[config.mk]
export PLATFORM = sky130hd
export DESIGN_NAME = uint_word_serializer_flat
export DESIGN_NICKNAME = d
export VERILOG_FILES = /design/src/rtl/uint_word_serializer_if.sv /design/src/rtl/uint_word_serializer.sv /design/src/flat_wrapper.sv
export SDC_FILE = /design/constraint.sdc
export NUM_CORES = 1
export LEC_CHECK = 0
export BUFFER_PORTS_ARGS = -buffer_cell sky130_fd_sc_hd__buf_2
export CAP_MARGIN = 40
export CORE_AREA = 4 4 84 86
export DETAILED_ROUTE_END_ITERATION = 8
export DIE_AREA = 0 0 88 90
export PLACE_DENSITY = 0.8
export REMOVE_ABC_BUFFERS = 1
export SLEW_MARGIN = 25
export SYNTH_ARGS = -nofsm -noshare
export SYNTH_HDL_FRONTEND = slang
export SYNTH_SLANG_ARGS = --single-unit
export TNS_END_PERCENT = 100
[constraint.sdc]
create_clock -name clock -period 2.35 [get_ports clock]
set_input_delay 0.235 -clock clock [delete_from_list [all_inputs] [get_ports clock]]
set_output_delay 0.235 -clock clock [all_outputs]
set_load 0.05 [all_outputs]
[src/rtl/uint_word_serializer_if.sv]
// Valid/ready bundle between the word producer, the serializer and the narrow link.
// The master side drives words in and takes beats out; the slave side is the serializer.
interface uint_word_serializer_if #(
  parameter int WORD_W = 63,
  parameter int BEAT_W = 16
);
  localparam int NUM_BEATS = (WORD_W + BEAT_W - 1) / BEAT_W;
  localparam int IDX_W     = (NUM_BEATS > 1) ? $clog2(NUM_BEATS) : 1;

  logic              in_valid;
  logic              in_ready;
  logic [WORD_W-1:0] in_bits;
  logic              out_valid;
  logic              out_ready;
  logic [BEAT_W-1:0] out_bits;
  logic [IDX_W-1:0]  out_idx;
  logic              out_last;
  logic              busy;

  modport master (
    output in_valid, in_bits, out_ready,
    input  in_ready, out_valid, out_bits, out_idx, out_last, busy
  );

  modport slave (
    input  in_valid, in_bits, out_ready,
    output in_ready, out_valid, out_bits, out_idx, out_last, busy
  );
endinterface

[src/rtl/uint_word_serializer.sv]
// Holds one flat word and emits it as BEAT_W-bit beats, least-significant beat first.
// A new word may be taken on the same cycle the previous word's last beat leaves.
module uint_word_serializer #(
  parameter int WORD_W = 63,
  parameter int BEAT_W = 16
) (
  input  logic                   clock,
  input  logic                   reset_n,
  uint_word_serializer_if.slave  bus
);
  localparam int NUM_BEATS = (WORD_W + BEAT_W - 1) / BEAT_W;
  localparam int IDX_W     = (NUM_BEATS > 1) ? $clog2(NUM_BEATS) : 1;
  localparam int PAD_W     = NUM_BEATS * BEAT_W;
  localparam logic [IDX_W-1:0] LAST_IDX = IDX_W'(NUM_BEATS - 1);

  typedef enum logic {
    IDLE = 1'b0,
    SEND = 1'b1
  } state_e;

  state_e            state_q, state_d;
  logic [IDX_W-1:0]  idx_q, idx_d;
  logic [WORD_W-1:0] word_q, word_d;

  logic              out_valid;
  logic              out_last;
  logic              in_ready;
  logic              accept;
  logic              beat_fire;
  logic [PAD_W-1:0]  word_pad;

  assign out_valid = (state_q == SEND);
  assign out_last  = (idx_q == LAST_IDX);
  // Reset gates in_ready directly so upstream never sees a handshake while held in reset.
  assign in_ready  = reset_n && (!out_valid || (bus.out_ready && out_last));
  assign accept    = bus.in_valid && in_ready;
  assign beat_fire = out_valid && bus.out_ready;
  // Zero-extension supplies the padding bits of the final, partial beat.
  assign word_pad  = PAD_W'(word_q);

  // NOTE: every always_comb output gets a default first, so no path leaves it unassigned (no latch).
  always_comb begin
    state_d = state_q;
    idx_d   = idx_q;
    word_d  = word_q;
    if (accept) begin
      word_d  = bus.in_bits;
      idx_d   = '0;
      state_d = SEND;
    end else if (beat_fire) begin
      if (out_last) begin
        state_d = IDLE;
      end else begin
        idx_d = idx_q + 1'b1;
      end
    end
  end

  // NOTE: the word register is reset as well, so out_bits reads 0 during and after reset.
  always_ff @(posedge clock or negedge reset_n) begin
    if (!reset_n) begin
      state_q <= IDLE;
      idx_q   <= '0;
      word_q  <= '0;
    end else begin
      state_q <= state_d;
      idx_q   <= idx_d;
      word_q  <= word_d;
    end
  end

  assign bus.in_ready  = in_ready;
  assign bus.out_valid = out_valid;
  assign bus.out_bits  = word_pad[idx_q*BEAT_W +: BEAT_W];
  assign bus.out_idx   = idx_q;
  assign bus.out_last  = out_last;
  assign bus.busy      = out_valid;
endmodule

[src/flat_wrapper.sv]
// flat-port wrapper written by rule: the top's interface ports become plain ports
module uint_word_serializer_flat 
#(
  parameter int WORD_W = 63,
  parameter int BEAT_W = 16
)
  (clock, reset_n, bus_in_valid, bus_in_bits, bus_out_ready, bus_in_ready, bus_out_valid, bus_out_bits, bus_out_idx, bus_out_last, bus_busy);
  uint_word_serializer_if #(.WORD_W(WORD_W), .BEAT_W(BEAT_W)) bus_i ();
  input  logic clock;
  input  logic reset_n;
  input wire logic [$bits(bus_i.in_valid)-1:0] bus_in_valid;
  input wire logic [$bits(bus_i.in_bits)-1:0] bus_in_bits;
  input wire logic [$bits(bus_i.out_ready)-1:0] bus_out_ready;
  output wire logic [$bits(bus_i.in_ready)-1:0] bus_in_ready;
  output wire logic [$bits(bus_i.out_valid)-1:0] bus_out_valid;
  output wire logic [$bits(bus_i.out_bits)-1:0] bus_out_bits;
  output wire logic [$bits(bus_i.out_idx)-1:0] bus_out_idx;
  output wire logic [$bits(bus_i.out_last)-1:0] bus_out_last;
  output wire logic [$bits(bus_i.busy)-1:0] bus_busy;
  assign bus_i.in_valid = bus_in_valid;
  assign bus_i.in_bits = bus_in_bits;
  assign bus_i.out_ready = bus_out_ready;
  assign bus_in_ready = bus_i.in_ready;
  assign bus_out_valid = bus_i.out_valid;
  assign bus_out_bits = bus_i.out_bits;
  assign bus_out_idx = bus_i.out_idx;
  assign bus_out_last = bus_i.out_last;
  assign bus_busy = bus_i.busy;
  uint_word_serializer #(.WORD_W(WORD_W), .BEAT_W(BEAT_W)) u_core (.clock(clock), .reset_n(reset_n), .bus(bus_i));
endmodule
Word level (Yosys, flattened, before mapping)
Index checks and enable logic that the tools add are counted.
{ "word_totals": {"register_bits": 66, "mem_bits_rw": 0, "memories": 0, "wordCells": 23, "latch_bits": 0, "mem_bits_ro": 0, "out_inout_bits": 22} }
{ "op_classes": {"shift": 1, "eq_ne": 2, "div_mod_pow": 0, "mux": 6, "n_lt_le_gt_ge": 0, "n_mul": 0, "bitwise_logic": 0, "n_reduce_logical": 10, "add_sub_neg": 1} }
{ "ops": {"columns": ["op", "count"], "rows": [
  ["indexed part select 64 x 7 -> 16 bit", 1],
  ["two-way mux 2 bit", 3],
  ["logical AND 1 bit", 4],
  ["AND reduction 2 bit", 2],
  ["nonzero test 2 bit", 2],
  ["two-way mux 1 bit", 3],
  ["adder 2 x 1 -> 2 bit (second input constant)", 1],
  ["equality test 2 bit (second input constant)", 1],
  ["!= test 2 bit (second input constant)", 1],
  ["zero test 1 bit", 1],
  ["logical OR 1 bit", 1]
]} }

Logic depth before layout (Yosys ltp)
Gate-level depths: netlist of the first run.
{ "depth": {"word_depth": 7, "ltp_mapped": 6} }

Least setup slack after synthesis of the first run
Ideal clock, no wire load.
{ "synth_path": {"kind": "reg2out", "start": "register u_core.idx_q[0] (netlist: u_core.bus.out_idx[0])", "end": "output bus_out_bits[15]", "slack_ns": -0.153, "n_path_buf": 2, "arrival_ns": 2.268, "stages_incl_launch_ff": 5, "cell_sequence": "dfrtp_1 -> buf_4 -> buf_6 -> mux2i_1 -> o21ai_0"} }
{ "synth_via": {"elab_chain_len": 1} }
{ "synth_rtl": {"columns": ["element", "line_no", "rtl"], "rows": [
  ["start, declared", "uint_word_serializer.sv:22", "logic [IDX_W-1:0] idx_q, idx_d;"],
  ["start signal, assigned", "uint_word_serializer.sv:67", "idx_q <= idx_d;"],
  ["indexed part select 64 x 7 -> 16 bit", "uint_word_serializer.sv:74", "assign bus.out_bits = word_pad[idx_q*BEAT_W +: BEAT_W];"],
  ["end, declared", "flat_wrapper.sv:16", "output wire logic [$bits(bus_i.out_bits)-1:0] bus_out_bits;"]
]} }
Every way passes these cells.

Worst setup path after layout of the first run
{ "layout_path": {"start": "register u_core.idx_q[0] (netlist: u_core.bus.out_idx[0])", "end": "output bus_out_bits[10]"} }
The elaborated chain is that of the path after synthesis.

==> results of run 1 <==
## cell type report
class,instances,area (sq um)
tap,77,96.34
timing repair buffer,96,528.0
clock buffer,14,162.7
sequential,66,1652
fill,485,2469
clock inverter,2,35.03
multi-input combinational,92,1335
## worst min path at each step
stage and to:
2_1_floorplan u_core.bus.busy, 3_3_place_gp u_core.word_q[44], 3_5_place_dp u_core.word_q[60], 4_1_cts u_core.word_q[56], 5_1_grt u_core.word_q[56], 6_report u_core.word_q[56]
## state kept, by name (all words and copies together), names as in the netlist
signal              count
u_core.word_q          63
u_core.bus.out_idx      2
u_core.bus.busy         1
## report_power, final
| part | leakage (nW) | internal, mW | switching, mW |
|---|---|---|---|
| logic | 0.927 | 1.47 | 1.81 |
| clock network | 0.101 | 0.548 | 0.396 |
| registers | 0.788 | 1.72 | 0.340 |
## through the flow
stage                     instances  area [sq um]  hold slack, ps
after floorplan                 158          2982          -60.59
after global placement          329          3581           466.2
after detailed placement        329          3581           469.0
after CTS                       345          3779           105.7
after global routing            347          3809           102.4
final                           347          3809           119.5
## kinds of logic after synthesis
family | share of synthesized area (%)
buffers and inverters | 3.561
AND/OR/NAND/NOR | 1.457
multiplexers | 40.35
XOR/XNOR | 0.2833
adder cells (fa/ha/maj) | 0.4046
AO/OA/AOI/OAI | 0.5259
flip-flops | 53.42
## cell usage after synthesis, drive strengths merged
cell type  number
dfrtp          66
mux2           63
mux4           15
buf            11
nor2            3
mux2i           2
nand3b          2
a21boi          1
clkbuf          1
ha              1
nand2           1
nand2b          1
nor2b           1
o21ai           1
xor2            1
## worst reg2reg max path, cell delays in order (launching register included)
cell and delay [ps]:
dfrtp_1 520, ha_1 270, a21boi_2 100, nor2_4 140
buf_4 400, mux2_2 390
## layer usage
metal  up-vias  wire length (um)
li1        812                 -
met1       904              2528
met2        62              2897
met5         -                 0
met4         0                99
met3        12               427
==> results.json, run 1 <==
{
  "status": "finished clean",
  "grt_first_pass_wirelength_um": 9901,
  "synth_top_area_cell": "dfrtp_1",
  "antenna_found_initial": 0,
  "clock_latency_ps": 340,
  "setup-tns-final_ps": 0,
  "finalMaxSlewViolations": 0,
  "preCtsSetupSlack_ps": 385.3,
  "cp.required_ps": 2120,
  "worst_slack_ps": 196.6,
  "die_x_um": 88,
  "ys_ff_latch": 66,
  "clock-sinks": 66,
  "synth.avg_cell_area_sq_um": 18.19,
  "hold_buffers": 0,
  "worst_r2r_path_depth": 5,
  "core_sq_um": 6277,
  "grt.met3_usage_pct": 6.581,
  "crit_cells": 3,
  "synth_area_sq_um": 3092,
  "final_common_cell": "buf_2",
  "drtPass1Iterations": 4,
  "numPortBuffers": 88,
  "grt.overflow.total": 0,
  "finalSetupViolations": 0,
  "cts_resized": 0,
  "crit_chain": "buf_4, mux4_2, buf_2",
  "top_usage_layer": "met2",
  "path_buf_inv": 2,
  "ys_seq_area_share_pct": 53.42,
  "grt.total_usage_pct": 16.46,
  "yosys_warnings": 0,
  "postCtsSetupBuffers": 0,
  "whs_path_depth": 2,
  "ant_nets": 0,
  "diodes": 0,
  "grt_max_degree": 67,
  "clock_tree.root_cell": "clkbuf_8",
  "cp-endpoint": "bus_out_bits[10]",
  "num_vias": 1790,
  "arrival_ps": 1920,
  "first_iter_violations": 71,
  "p_per_area_nw_per_um2": 1649,
  "worstSetupStartpoint": "u_core.bus.out_idx[0]",
  "worstPathMaxFanout": 10,
  "maxCapViolCount": 0,
  "yosysUniqueCellTypes": 19,
  "crit_slowest_cell": "mux4_2",
  "r2r_slack_ps": 410,
  "worst_slew_pin_slew_ps": 424.5,
  "critical_path.top_delay_family": "multiplexers",
  "worstSetupStartpointType": "flip-flop",
  "netlist_instances": 170,
  "slowest_delay_ps": 540,
  "cts_made_buffers": 9,
  "rsz0062_at_grt": "false",
  "fp.dieH_um": 90,
  "dieArea_sq_um": 7920,
  "globalRouteMet1Util_pct": 20.65,
  "total_power_mw": 6.281,
  "period_share_pct": 91.63,
  "finalCriticalPeriod_ps": 2153,
  "synth.top_cell.area_share_pct": 53.42,
  "slew_headroom_pct": 71.70,
  "nets": 333,
  "num_io_pins": 89,
  "wire_per_inst_um": 17.16,
  "viasPerCell": 5.159,
  "clockBufferDepth": 2,
  "rr_startpoint": "u_core.bus.out_idx[0]",
  "end_kind": "primary output",
  "grt_use_met2_pct": 25.82,
  "grt_pass1_vias": 2017,
  "drive_above_1_share_pct": 69.63,
  "synth_area_leaders": "dfrtp_1, mux2_4, mux4_2",
  "clk_pin_slew_worst_paths_ps": 80,
  "worstHoldPathType": "in2reg",
  "r2r_end": "u_core.word_q[41]",
  "setup.worst_path.class": "reg2out",
  "p_leak_nw": 1.816,
  "area_growth_pct": 23.19,
  "start_util_pct": 49.25,
  "totalWireLength_um": 5953,
  "cts-htree-levels": 3,
  "max-vdd-ir-drop_mv": 1.023,
  "gp_congestion": 0.7146,
  "cts_tree": "done",
  "fin_util_pct": 60.67,
  "max_freq_mhz": 464.4,
  "layout_common_cells": "buf_2, dfrtp_1, mux2_4",
  "dp_hpwl_um": 4264,
  "hold_viol": 0,
  "drc": 0,
  "fp-row-count": 29,
  "finClkSkew_ps": 11.86,
  "min_from": "bus_in_bits[56]"
}
Power figures use the tool's default switching activity.
==> run 2: changes to the inputs <==
--- a/config.mk
+++ b/config.mk
@@ -7,11 +7,13 @@
 export LEC_CHECK = 0
 export BUFFER_PORTS_ARGS = -buffer_cell sky130_fd_sc_hd__buf_2
 export CAP_MARGIN = 40
-export CORE_AREA = 4 4 84 86
+export CORE_AREA = 4 4 107 68
 export DETAILED_ROUTE_END_ITERATION = 8
-export DIE_AREA = 0 0 88 90
+export DIE_AREA = 0 0 111 72
+export GPL_ROUTABILITY_DRIVEN = 0
 export PLACE_DENSITY = 0.8
 export REMOVE_ABC_BUFFERS = 1
+export SKIP_LAST_GASP = 1
 export SLEW_MARGIN = 25
 export SYNTH_ARGS = -nofsm -noshare
 export SYNTH_HDL_FRONTEND = slang
==> run 2 against run 1 <==
  * Maximum frequency increased by 3.7%
  * Core utilization decreased by 1.2 points
  * Worst hold slack got worse by 5.2 ps
  * Die area increased by 0.91%
  * Via count decreased by 0.56%
  * Design area increased by 0.13%
  * Cell count increased by 2.6%
  * Non-clock buffer count decreased by 1
  * Register-to-register slack improved by 270 ps
  * Routed wire length unchanged
  * Sequential power decreased by 2%
  * Sequential cell count unchanged
  * Critical path type unchanged
  * Largest power group unchanged
==> results.json, run 2 (synthesis gave the netlist of run 1 again) <==
{
  "final_common_cell": "buf_2",
  "clockBufferDepth": 2,
  "pwr-share-seq_pct": 32.1,
  "p_leak_nw": 1.811,
  "finalSetupViolations": 0,
  "rr_startpoint": "u_core.bus.out_idx[1]",
  "rsz0062_at_grt": "false",
  "finalCriticalPeriod_ps": 2076,
  "fin_cells": 356,
  "area_growth_pct": 23.35,
  "switching_share_pct": 40.68,
  "grt.overflow.total": 0,
  "worst_slew_pin_slew_ps": 388.2,
  "worst_slack_ps": 273.9,
  "drc": 0,
  "fp-row-count": 23,
  "r2r_slack_ps": 680,
  "cp.required_ps": 2120,
  "p_per_area_nw_per_um2": 1646,
  "cts-htree-levels": 3,
  "grt_pass1_vias": 1912,
  "whs_path_depth": 2,
  "total_power_mw": 6.279,
  "power_frac_comb_pct": 52.6,
  "nets": 332,
  "hold_viol": 0,
  "worst_r2r_path_depth": 5,
  "core_sq_um": 6417,
  "cts_resized": 0,
  "worstSetupStartpoint": "u_core.bus.out_idx[0]",
  "clock_tree.root_cell": "clkbuf_8",
  "drtPass1Iterations": 4,
  "die_x_um": 111,
  "stdcell_area_sq_um": 3814,
  "place_area_sq_um": 3586,
  "worstSetupStartpointType": "flip-flop",
  "r2r_end": "u_core.word_q[50]",
  "switchingPower_mw": 2.554,
  "end_kind": "primary output",
  "finalMaxSlewViolations": 0,
  "worstHoldPathType": "in2reg",
  "clkPwrFrac_pct": 15.3,
  "min_from": "bus_in_bits[10]",
  "num_io_pins": 89,
  "viasPerCell": 5.000,
  "arrival_ps": 1840,
  "num_vias": 1780,
  "period_share_pct": 88.34,
  "max-vdd-ir-drop_mv": 0.9814,
  "fp.dieH_um": 72,
  "largest_reg_flops": 63,
  "layout_common_cells": "buf_2, dfrtp_1, mux2_4",
  "fin_util_pct": 59.43,
  "setup.worst_path.class": "reg2out",
  "status": "finished clean",
  "clk_pin_slew_worst_paths_ps": 70,
  "maxCapViolCount": 0,
  "dieArea_sq_um": 7992,
  "grt_max_degree": 67,
  "holdPathEnd": "u_core.word_q[10]",
  "cts_made_buffers": 9,
  "numPortBuffers": 88,
  "max_freq_mhz": 481.7,
  "diodes": 0,
  "ant_nets": 0,
  "dp.cells": 338,
  "cts_tree": "done",
  "setup-tns-final_ps": 0,
  "start_util_pct": 48.18,
  "grt.total_usage_pct": 16.00,
  "wire_per_inst_um": 16.72,
  "whs_ps": 114.3,
  "worstPathMaxFanout": 19,
  "clock-sinks": 66,
  "totalWireLength_um": 5953,
  "dp_hpwl_um": 3891,
  "first_iter_violations": 63,
  "clock_latency_ps": 350,
  "slew_headroom_pct": 74.12,
  "intPower_mw": 3.725,
  "regMostFlops": "u_core.word_q",
  "preCtsSetupSlack_ps": 613.6,
  "antenna_found_initial": 0,
  "grt_first_pass_wirelength_um": 9666,
  "finClkSkew_ps": 7.659,
  "drive_above_1_share_pct": 69.52
}
==> run 2: cell count changes in the layout (fill, tap and decap cells not counted), sizes merged <==
cell	change
buf	-1
==> run 2: how the worst max path moves through the flow <==
stage	endpoint	slack, ps
after floorplan	u_core.word_q[39]	-2640
after CTS	bus_out_bits[6]	220
after detailed placement	bus_out_bits[6]	610
after global routing	bus_out_bits[6]	140
final	bus_out_bits[6]	270
after global placement	bus_out_bits[0]	660
==> run 2: layer usage <==
| metal | vias up | track usage (%) | share of wire, % |
|---|---|---|---|
| li1 | 808 | - | - |
| met1 | 893 | 22.19 | 50 |
| met2 | 68 | 20.70 | 39 |
| met3 | 11 | 9.250 | 9.7 |
| met4 | 0 | 5.738 | 1.3 |
| met5 | - | 0 | 0 |
==> run 2: worst max-delay path, stage by stage, from the launching register on <==
cell and delay (ps):
dfrtp_1 350, buf_4 350, mux4_2 560, buf_2 230
==> run 2: area by class of cell <==
class | instances | area (sq um)
clock buffers | 14 | 162.7
clock inverters | 2 | 35.03
fillers | 507 | 2604
multi-input cells | 92 | 1335
flip-flops and latches | 66 | 1652
well taps | 87 | 108.9
repair buffers | 95 | 520.5
==> run 2: repair_timing <==
action                     in CTS  in global routing
setup buffers                   0                  0
hold buffers                    0                  1
setup endpoints to repair       0                  0
hold endpoints to repair        0                 23
==> run 2: power by group through the flow <==
stage                     clock [mW]  sequential (mW)  combinational, mW
after global placement             0             2.02               3.26
after floorplan                    0             2.14               2.54
final                          0.960             2.02               3.30
after global routing            1.05             2.09               3.47
after CTS                       1.00             2.02               3.33
after detailed placement           0             2.02               3.32
